**config.mk**
```make
export PLATFORM = sky130hd
export DESIGN_NAME = irig_lock_ctrl
export DESIGN_NICKNAME = d
export VERILOG_FILES = /design/src/rtl/irig_lock_ctrl.sv
export SDC_FILE = /design/constraint.sdc
export NUM_CORES = 1
export LEC_CHECK = 0
export BUFFER_PORTS_ARGS = -buffer_cell sky130_fd_sc_hd__buf_4
export CAP_MARGIN = 25
export CELL_PAD_IN_SITES_DETAIL_PLACEMENT = 1
export CELL_PAD_IN_SITES_GLOBAL_PLACEMENT = 2
export CORE_ASPECT_RATIO = 0.9
export CORE_MARGIN = 4
export CORE_UTILIZATION = 39
export CTS_BUF_LIST = sky130_fd_sc_hd__clkbuf_16
export DETAILED_ROUTE_END_ITERATION = 6
export MAX_ROUTING_LAYER = met4
export PLACE_DENSITY = 0.87
export RECOVER_POWER = 50
export SYNTH_ARGS = -nofsm -noshare
export SYNTH_HDL_FRONTEND = slang
export SYNTH_SLANG_ARGS = --single-unit
```
**constraint.sdc**
```tcl
create_clock -name clk -period 7.67 [get_ports clk]
set_clock_uncertainty 0.1 [all_clocks]
set_input_delay 1.534 -clock clk [delete_from_list [all_inputs] [get_ports clk]]
set_output_delay 1.534 -clock clk [all_outputs]
set_load 0.03 [all_outputs]
```
**src/rtl/irig_lock_ctrl.sv**
```systemverilog
// IRIG-B lock supervisor: tracks frame position, qualifies lock, gates PPS/timestamp strobes.
// Optional free-running holdover PPS after loss of lock is enabled with `define IRIG_HOLDOVER_EN.
module irig_lock_ctrl #(
  parameter int TIMEOUT_CYC    = 1500000,
  parameter int LOCK_FRAMES    = 2,
  parameter int PPS_PERIOD_CYC = 100000000,
  parameter int HOLDOVER_S     = 10
) (
  input  logic       clk,
  input  logic       rst_n,
  input  logic       irig_d0,
  input  logic       irig_d1,
  input  logic       irig_mark,
  input  logic       pps_gate_in,
  input  logic       ts_finish_in,
  output logic       decoder_rst,
  output logic       locked,
  output logic       pps_out,
  output logic       ts_valid,
  output logic       lock_lost,
  output logic [6:0] frame_pos,
  output logic [7:0] loss_cnt,
  output logic       holdover
);

  localparam int TW = $clog2(TIMEOUT_CYC + 1);
  localparam logic [TW-1:0] TMO_LAST = TW'(TIMEOUT_CYC - 1);
  localparam logic [TW-1:0] TMO_MAX  = TW'(TIMEOUT_CYC);
  localparam logic [3:0]    LOCK_N   = 4'(LOCK_FRAMES);

  if (LOCK_FRAMES < 1 || LOCK_FRAMES > 15 || HOLDOVER_S < 1 || HOLDOVER_S > 255 ||
      TIMEOUT_CYC < 2 || PPS_PERIOD_CYC < 2) begin : g_bad_cfg
    $error("irig_lock_ctrl: parameter out of range");
  end

  typedef enum logic [1:0] {ACQUIRE, SYNC, LOCKED} state_t;

  state_t        state;
  logic [TW-1:0] tmo_cnt;
  logic [3:0]    good_cnt;
  logic          prev_mark;
  logic          pps_prev;

  logic       sym;
  logic       data_sym;
  logic       multi;
  logic       mark_pos;
  logic       tmo_hit;
  logic       sym_bad;
  logic       tracking;
  logic       fault;
  logic       accept;
  logic [3:0] good_next;
  logic       enter_lock;
  logic       loss_evt;
  logic       locked_pps;

  assign data_sym   = irig_d0 | irig_d1;
  assign sym        = data_sym | irig_mark;
  assign multi      = (irig_d0 & irig_d1) | (irig_d0 & irig_mark) | (irig_d1 & irig_mark);
  assign mark_pos   = (frame_pos == 7'd0) || ((frame_pos % 7'd10) == 7'd9);
  assign tmo_hit    = !sym && (tmo_cnt == TMO_LAST);
  assign sym_bad    = sym && (multi || (irig_mark && !mark_pos) || (data_sym && mark_pos));
  assign tracking   = (state != ACQUIRE);
  assign fault      = tracking && (sym_bad || tmo_hit);
  assign accept     = tracking && sym && !sym_bad;
  assign good_next  = good_cnt + 4'd1;
  assign enter_lock = accept && (state == SYNC) && (frame_pos == 7'd99) && (good_next == LOCK_N);
  assign loss_evt   = fault && (state == LOCKED);
  assign locked_pps = pps_gate_in && !pps_prev && locked;

  // A fault always wins over a coincident reference marker, but the marker still re-arms prev_mark.
  always_ff @(posedge clk or negedge rst_n) begin
    if (!rst_n) begin
      state       <= ACQUIRE;
      frame_pos   <= '0;
      good_cnt    <= '0;
      prev_mark   <= 1'b0;
      tmo_cnt     <= '0;
      locked      <= 1'b0;
      decoder_rst <= 1'b0;
      lock_lost   <= 1'b0;
      loss_cnt    <= '0;
      ts_valid    <= 1'b0;
      pps_prev    <= 1'b0;
    end else begin
      decoder_rst <= 1'b0;
      lock_lost   <= 1'b0;
      ts_valid    <= ts_finish_in && locked && !fault;
      pps_prev    <= pps_gate_in;

      if (sym) begin
        tmo_cnt <= '0;
      end else if (tmo_cnt != TMO_MAX) begin
        tmo_cnt <= tmo_cnt + 1'b1;
      end

      case (state)
        ACQUIRE: begin
          if (irig_mark && !data_sym) begin
            if (prev_mark) begin
              state     <= SYNC;
              frame_pos <= 7'd1;
              good_cnt  <= '0;
              prev_mark <= 1'b0;
            end else begin
              prev_mark <= 1'b1;
            end
          end else if (data_sym || tmo_hit) begin
            prev_mark <= 1'b0;
          end
        end
        default: begin
          if (fault) begin
            state       <= ACQUIRE;
            frame_pos   <= '0;
            prev_mark   <= irig_mark;
            decoder_rst <= 1'b1;
            locked      <= 1'b0;
            if (state == LOCKED) begin
              lock_lost <= 1'b1;
              if (loss_cnt != 8'hFF) begin
                loss_cnt <= loss_cnt + 8'd1;
              end
            end
          end else if (accept) begin
            frame_pos <= (frame_pos == 7'd99) ? 7'd0 : frame_pos + 7'd1;
            if (state == SYNC && frame_pos == 7'd99) begin
              good_cnt <= good_next;
              if (enter_lock) begin
                state  <= LOCKED;
                locked <= 1'b1;
              end
            end
          end
        end
      endcase
    end
  end

`ifdef IRIG_HOLDOVER_EN
  localparam int HW = $clog2(PPS_PERIOD_CYC);
  localparam logic [HW-1:0] HO_LAST = HW'(PPS_PERIOD_CYC - 1);
  localparam logic [7:0]    HO_N    = 8'(HOLDOVER_S);

  logic [HW-1:0] ho_cnt;
  logic [7:0]    ho_pulses;
  logic          ho_wrap;
  logic          ho_pulse;

  assign ho_wrap  = (ho_cnt == HO_LAST);
  assign ho_pulse = holdover && ho_wrap && !locked_pps;

  // Second counter restarts on every locked PPS so holdover pulses keep the last locked phase.
  always_ff @(posedge clk or negedge rst_n) begin
    if (!rst_n) begin
      ho_cnt    <= '0;
      ho_pulses <= '0;
      holdover  <= 1'b0;
      pps_out   <= 1'b0;
    end else begin
      pps_out <= locked_pps || ho_pulse;
      if (locked_pps || ho_wrap) begin
        ho_cnt <= '0;
      end else begin
        ho_cnt <= ho_cnt + 1'b1;
      end
      if (enter_lock) begin
        holdover <= 1'b0;
      end else if (loss_evt) begin
        holdover  <= 1'b1;
        ho_pulses <= '0;
      end else if (ho_pulse) begin
        ho_pulses <= ho_pulses + 8'd1;
        if (ho_pulses + 8'd1 == HO_N) begin
          holdover <= 1'b0;
        end
      end
    end
  end
`else
  assign holdover = 1'b0;

  always_ff @(posedge clk or negedge rst_n) begin
    if (!rst_n) begin
      pps_out <= 1'b0;
    end else begin
      pps_out <= locked_pps;
    end
  end
`endif

endmodule

```
Word-level counts from Yosys, hierarchy flattened --
Index checks and enable logic that the tools add are counted.
Storage, ports and cells: output and inout port bits 21, latch bits 0, memories 0, bits in read-only memories 0, word-level logic and storage cells 118, bits in registers 49, input bits 7, RAM bits 0
Operators by class: mux-type cells 35, multipliers 0, shift operators 0, add/subtract/negate cells 4, order comparisons 0, reduce and logical (&&, ||, !) cells 46, bitwise gates (word level) 8, equal/unequal tests 12, div/mod/pow operators 1
Operators by type and width (number):
- two-way mux 21 bit | 2
- two-way mux 7 bit | 6
- two-way mux 4 bit | 6
- adder 21 x 1 -> 21 bit (second input constant) | 1
- equality test 21 bit (second input constant) | 1
- inequality test 21 bit (second input constant) | 1
- logical AND 1 bit | 16
- nonzero test 2 bit | 8
- two-way mux 1 bit | 14
- two-way mux 2 bit | 7
- AND reduction 5 bit | 2
- nonzero test 3 bit | 3
- adder 8 x 1 -> 8 bit (second input constant) | 1
- inequality test 8 bit (second input constant) | 1
- AND reduction 4 bit | 2
- adder 7 x 1 -> 7 bit (second input constant) | 1
- equality test 7 x 4 -> 1 bit (second input constant) | 1
- equality test 7 bit (second input constant) | 1
- zero test 7 bit | 1
- remainder unit 7 x 4 -> 7 bit (second input constant) | 1
- zero test 1 bit | 6
- logical OR 1 bit | 5
- adder 4 x 1 -> 4 bit (second input constant) | 1
- equality test 4 x 2 -> 1 bit (second input constant) | 1
- other kinds (11) | 17

Longest topological paths before layout --
Gate-level depths: netlist of the first run.
depth in word-level cells 18, gate-level depth with buffers 10, gate-level depth less buffers 9

Worst setup path after synthesis of the first run --
OpenSTA, ideal clock, no wires.
kind input-to-reg, from in irig_d0, to reg good_cnt[0], path buffers 0, path slack 4655 ps, required time 7491 ps, arrival time 2836 ps, stages on the path 6, cell sequence nor2_1 -> nand2_1 -> a221oi_1 -> or3_1 -> and2_1 -> mux2i_1
Between the ends: longest elaborated chain between the ends 10, elaborated cells on any way between the ends 23, those cells by class eq/ne: 2; bitwise: 6; reduce/logical: 15
Ends and longest elaborated chain:
- start: declaration | RTL line 11 | input logic irig_d0,
- AND 1 bit | RTL line 60 | assign multi = (irig_d0 & irig_d1) | (irig_d0 & irig_mark) | (irig_d1 & irig_mark);
- bitwise OR 1 bit (2 in a row) | RTL line 60
- logical OR 1 bit (2 in a row) | RTL line 63 | assign sym_bad = sym && (multi || (irig_mark && !mark_pos) || (data_sym && mark_pos));
- logical AND 1 bit | RTL line 63
- logical OR 1 bit or zero test 1 bit (tied branches) | RTL line 65, 66
- logical AND 1 bit, on equally long branches | RTL line 65, 66
- inequality test 2 x 1 -> 1 bit (no source line) or nonzero test 2 bit (tied branches)
- AND reduction 5 bit (no source line) *
- end signal: assignment | RTL line 129 | good_cnt <= good_next;
- end: declaration | RTL line 40 | logic [3:0] good_cnt;
Every way passes the cells marked *; elsewhere a longest branch is shown, timed or not. A chain may end at the register's enable or synchronous reset.

==> results.cfg, run 1 <==
[floorplan]
design.core.area_um2 = 7148
die_area_um2 = 8921
ioPinCount = 28
start_util_pct = 40.77
fp.dieW_um = 99.12
die_h_um = 90.01
rows = 29

[clock_network]
cts_setup_buffers = 0
htreeDepth = 2
ctsHoldBuffers = 0
post_cts_resized = 0
clkLatencyLatePin_ps = 290
cts_buffers = 5
cts.sinks = 49
cts_tree = built
root_buffer = clkbuf_16
clkTransAtPathRegs_ps = 70
clock_path_buffers = 2

[worst_setup_path]
crit_required_ps = 7400
crit_family = buffers and inverters
start_kind = primary input
criticalPathCategory = in2async
crit_slowest_cell = clkbuf_1
path_buf_inv = 1
critPathMaxFanout = 49
path_cells = clkbuf_1
crit_path_end_kind = asynchronous set/reset pin
slowest_delay_ps = 1860
cp.arrival_ps = 3410

[timing]
setup_viol = 0
fin_setup_tns_ps = 0
fmax_mhz = 272.0
fin_crit_ps = 3676
slew_headroom_pct = -77.02
whs_ps = 302.1
hold_violations = 0
slew_violations = 50
tightest_slew_ps = 2655
finalWorstSetupSlack_ps = 3994
fin_crit_sh_pct = 47.93
rsz0062_at_grt = false

[power]
total_power_uw = 661.9
p_sw_share_pct = 26.90
ir_drop_mv = 0.09662
combPwrFrac_pct = 13.8
pwr-share-clk_pct = 43.5
seqPwrFrac_pct = 42.7
p_sw_uw = 178.0
p_int_uw = 483.8
powerDensity_nw_per_um2 = 199.0
p_leak_nw = 1.331

[logic_synthesis]
synth-async-reset-ratio_pct = 100.0
synth-xor-area-share_pct = 8.716
synthTopCellsByCount = 49 x dfrtp_1, 44 x nor2_1, 26 x nand2_1
synth-adder-area-share_pct = 3.435
synth_top_area_cell = dfrtp_1
synth-compound-area-share_pct = 11.08
synth-simple-area-share_pct = 28.30
synthFlopType = dfrtp_1
synth.most_common_cell = dfrtp_1
synth.distinct_cells = 60
syn_inst = 325
synth_top_family_by_area = simple AND/OR/NAND/NOR gates
synth_top_cell_area_share_pct = 42.08
ys_warn_count = 0
syn_nets = 340
synth_mux_area_share_pct = 2.147
synth_seq_cells = 49
synthesis.area_um2 = 2914
syn_area_per_cell_um2 = 8.966
seq_area_frac_synth_pct = 42.08
synth_edf_count = 0
synth.area.top_cells = dfrtp_1 42%, nor2_1 5.7%, xnor2_1 5.1%

[outcome]
outcome = finished, violations left
violations = max-capacitance violations, max-slew violations

[global_routing]
antenna_found_initial = 0
grt_pass1_wl_mm = 12.41
grt_max_degree = 50
grtUsageTotal_pct = 17.11
grt_pass1_vias = 2427
grt-ovfl-total = 0

[route]
dr.pass1.iters = 4
viasPerCell = 5.467
wl_per_cell_um = 16.17
drc = 0
final_antenna_net_count = 0
drt_wl_total_mm = 7.129
first_iter_violations = 145
route.vias.total = 2411

[place]
post-place-ws_ps = 3797
portBuffers = 26
hpwl_mm = 5.107
place_inst = 433
gp_congestion = 0.8511
placed_cell_area_um2 = 3169

[min_path]
hp-class = reg2reg

[final_layout]
drive_above_1_share_pct = 9.770
layout.cells.non_filler = 441
diodes = 0
area_delta_synth_final_pct = 14.13
fin_area_um2 = 3326
utilization_pct = 46.53
fin_nets = 362
fillCellCount = 855

[job]
cap_violations = 1
-- power groups by stage --
stage | registers (mW) | logic, mW | clock network [mW]
after floorplan | 0.292 | 0.0541 | 0
final | 0.282 | 0.0916 | 0.288
after global routing | 0.284 | 0.103 | 0.306
after CTS | 0.282 | 0.0942 | 0.294
after detailed placement | 0.287 | 0.0936 | 0
after global placement | 0.287 | 0.0913 | 0
-- per-layer routing --
metal	share of wire, %	global-route usage, %
met3	2.6	2.864
met2	46	24.61
met1	51	25.15
met4	0.91	3.982
met5	0	-
-- layout by cell type (no fill, tap or decap), types with 2 or more instances in the layout --
cell | Yosys | final
dfrtp_1 | 49 | 49
nor2_1 | 44 | 44
nand2_1 | 26 | 26
nand3_1 | 21 | 21
inv_1 | 17 | 17
xnor2_1 | 17 | 17
buf_4 | 1 | 16
a21oi_1 | 12 | 12
xor2_1 | 12 | 12
nand4_1 | 11 | 11
o21ai_0 | 10 | 10
nor3_1 | 10 | 10
clkbuf_1 | 6 | 10
ha_1 | 8 | 8
nor2b_1 | 7 | 7
nand2b_1 | 5 | 5
and3_1 | 5 | 5
clkbuf_16 | 0 | 5
mux2i_1 | 4 | 4
or3_1 | 4 | 4
and2_1 | 4 | 4
nand3b_1 | 3 | 3
a22oi_1 | 3 | 3
nor4_1 | 3 | 3
nor4bb_1 | 2 | 2
o211ai_1 | 2 | 2
o21a_1 | 2 | 2
o31ai_1 | 2 | 2
bufinv_16 | 0 | 2
-- sequential cells by signal (all words and copies together), names as in the netlist, 2 cells and up --
signal / count
frame_pos: 7
good_cnt: 4
loss_cnt: 8
state: 2
tmo_cnt: 21
-- worst paths after layout --
path / start / endpoint / slack, ps / cells after the start
min in group asynchronous: rst_n / tmo_cnt[19]$_DFFE_PN0P_ / 1980 / 1
worst max register to register: frame_pos[4]$_DFFE_PN0P_ / loss_cnt[7]$_DFFE_PN0P_ / 4280 / 8
max in group clk: irig_d0 / frame_pos[6]$_DFFE_PN0P_ / 4110 / 7
worst min-delay path: pps_prev$_DFF_PN0_ / pps_out$_DFF_PN0_ / 300 / 1
worst max-delay path: rst_n / frame_pos[3]$_DFFE_PN0P_ / 3990 / 1
worst min register to register: pps_prev$_DFF_PN0_ / pps_out$_DFF_PN0_ / 300 / 1
-- kinds of logic (layout without fill, tap and decap cells) --
family / after synthesis / in the layout
muxes: 6 / 6
DFF: 49 / 49
and+or+nand+nor: 157 / 157
adders and majority gates: 8 / 8
xor gates and xnor gates: 29 / 29
AOI/OAI and AO/OA: 47 / 47
other: 1 / 1
buffers and inverters: 28 / 51
-- cell type report --
class | instances | area, um2 | area share, %
clock buffer | 5 | 125.1 | 3.762
sequential | 49 | 1226 | 36.87
clock inverter | 3 | 68.82 | 2.069
multi-input combinational | 248 | 1568 | 47.14
tap | 93 | 116.4 | 3.499
timing repair buffer | 26 | 157.7 | 4.740
inverter | 17 | 63.81 | 1.919
Power figures use the tool's default switching activity.
==> inputs of run 2 (changes only) <==
--- a/config.mk
+++ b/config.mk
@@ -11,11 +11,11 @@
 export CELL_PAD_IN_SITES_GLOBAL_PLACEMENT = 2
 export CORE_ASPECT_RATIO = 0.9
 export CORE_MARGIN = 4
-export CORE_UTILIZATION = 39
+export CORE_UTILIZATION = 37
 export CTS_BUF_LIST = sky130_fd_sc_hd__clkbuf_16
 export DETAILED_ROUTE_END_ITERATION = 6
 export MAX_ROUTING_LAYER = met4
-export PLACE_DENSITY = 0.87
+export PLACE_DENSITY = 0.83
 export RECOVER_POWER = 50
 export SYNTH_ARGS = -nofsm -noshare
 export SYNTH_HDL_FRONTEND = slang
==> constraint.sdc (replaced) <==
create_clock -name clk -period 3.8 [get_ports clk]
set_clock_uncertainty 0.1 [all_clocks]
set_input_delay 0.76 -clock clk [delete_from_list [all_inputs] [get_ports clk]]
set_output_delay 0.76 -clock clk [all_outputs]
set_load 0.03 [all_outputs]
==> results.cfg, run 2 (synthesis gave the netlist of run 1 again) <==
[clock_network]
htreeDepth = 2
clkTransAtPathRegs_ps = 70
ctsHoldBuffers = 0
clock_path_buffers = 2
cts.sinks = 49
post_cts_resized = 0
cts_buffers = 5
cts_tree = built
root_buffer = clkbuf_16
clkLatencyLatePin_ps = 290
cts_setup_buffers = 0

[floorplan]
rows = 30
ioPinCount = 28
design.core.area_um2 = 7620
die_area_um2 = 9361
die_h_um = 92.19
fp.dieW_um = 101.5
start_util_pct = 38.24

[global_routing]
grtUsageTotal_pct = 16.14
grt_pass1_wl_mm = 12.05
antenna_found_initial = 0
grt_pass1_vias = 2409
grt_max_degree = 50
grt-ovfl-total = 0

[min_path]
holdPathStages = 1
min_to = pps_out$_DFF_PN0_
hold_start = pps_prev$_DFF_PN0_
hp-class = reg2reg

[worst_setup_path]
criticalPathCategory = reg2reg
crit_path_end_kind = flip-flop
path_cells = nor2b_1 > and3b_1 > or4_1 > a221oi_2 > o31a_2 > o21ai_2 > nor4_1 > mux2_1
crit_slowest_cell = dfrtp_1
slowest_delay_ps = 650
crit_required_ps = 3860
rr_endpoint = loss_cnt[7]$_DFFE_PN0P_
start_kind = flip-flop
critPathMaxFanout = 17
worst-r2r-cell-count = 8
crit_family = simple AND/OR/NAND/NOR gates
path_buf_inv = 0
r2r_slack_ps = 460
timing.rr.start = frame_pos[4]$_DFFE_PN0P_
cp.arrival_ps = 3400

[timing]
fin_crit_sh_pct = 87.91
setup_viol = 0
fmax_mhz = 299.3
slew_headroom_pct = -75.02
hold_violations = 0
fin_crit_ps = 3341
rsz0062_at_grt = false
slew_violations = 50
tightest_slew_ps = 2625
fin_setup_tns_ps = 0

[route]
viasPerCell = 5.402
final_antenna_net_count = 0
route.vias.total = 2404
drt_wl_total_mm = 6.947
wl_per_cell_um = 15.61
drc = 0
first_iter_violations = 81
dr.pass1.iters = 4

[final_layout]
drive_above_1_share_pct = 9.742
largest_register = tmo_cnt
fin_nets = 363
layout_commonest_cell = dfrtp_1
diodes = 0
largestRegisters = tmo_cnt x21, loss_cnt x8, frame_pos x7
largest_register_ffs = 21
final_cell_mix = 49 x dfrtp_1, 44 x nor2_1, 26 x nand2_1
area_delta_synth_final_pct = 13.57

[power]
powerDensity_nw_per_um2 = 376.0
total_power_mw = 1.244
ir_drop_mv = 0.1638
p_leak_nw = 1.327

[job]
cap_violations = 1

[place]
hpwl_mm = 5.011
gp_congestion = 0.8125
portBuffers = 26

[outcome]
violations = max-capacitance violations, max-slew violations
outcome = finished, violations left
run 2: cell types whose count changed in the layout (fill, tap and decap cells not counted), sizes merged:
cell,delta
clkinv,+1
bufinv,-1
buf,+1
run 2: final cells by class:
cell class,instances,area (um2)
clock inverters,3,37.54
multi-input cells,248,1568
well taps,96,120.1
flip-flops and latches,49,1226
clock buffers,5,125.1
fillers,919,4310
inverters,17,63.81
repair buffers,27,168.9
run 2: how the worst max path moves through the flow:
stage                             startpoint                       to  slack, ps  cells after the start
floorplan           frame_pos[4]$_DFFE_PN0P_  loss_cnt[7]$_DFFE_PN0P_        970                      8
global placement    frame_pos[4]$_DFFE_PN0P_  loss_cnt[7]$_DFFE_PN0P_        620                      8
detailed placement  frame_pos[4]$_DFFE_PN0P_  loss_cnt[7]$_DFFE_PN0P_        460                      8
CTS                 frame_pos[4]$_DFFE_PN0P_  loss_cnt[7]$_DFFE_PN0P_        460                      8
global route        frame_pos[4]$_DFFE_PN0P_  loss_cnt[7]$_DFFE_PN0P_        240                      8
finish              frame_pos[4]$_DFFE_PN0P_  loss_cnt[7]$_DFFE_PN0P_        460                      8
run 2: routing by layer:
layer	up-vias	global-route usage [%]	share of wire, %
li1	1181	-	-
met1	1187	24.17	53
met2	34	22.98	43
met3	2	2.586	2.8
met4	0	3.212	0.45
met5	-	-	0
run 2: report_power, final:
part | switching [mW] | total, mW | leakage (nW) | internal, mW
registers | 0.0302 | 0.568 | 0.656 | 0.538
logic | 0.123 | 0.180 | 0.589 | 0.0565
clock network | 0.190 | 0.497 | 0.0826 | 0.306
total | 0.344 | 1.24 | 1.33 | 0.900
run 2: metrics by stage:
step | worst slack, ps | hold slack (ps) | cells | instance area [um2] | utilization (%)
finish | 459.3 | 302.9 | 445 | 3309 | 43.43
floorplan | 970.7 | 276.6 | 325 | 2914 | -
global placement | 618.9 | 284.0 | 437 | 3181 | 41.74
detailed placement | 462.6 | 297.1 | 437 | 3181 | 41.74
CTS | 460.0 | 306.2 | 445 | 3343 | 43.88
global route | 236.9 | 319.7 | 445 | 3309 | 43.43
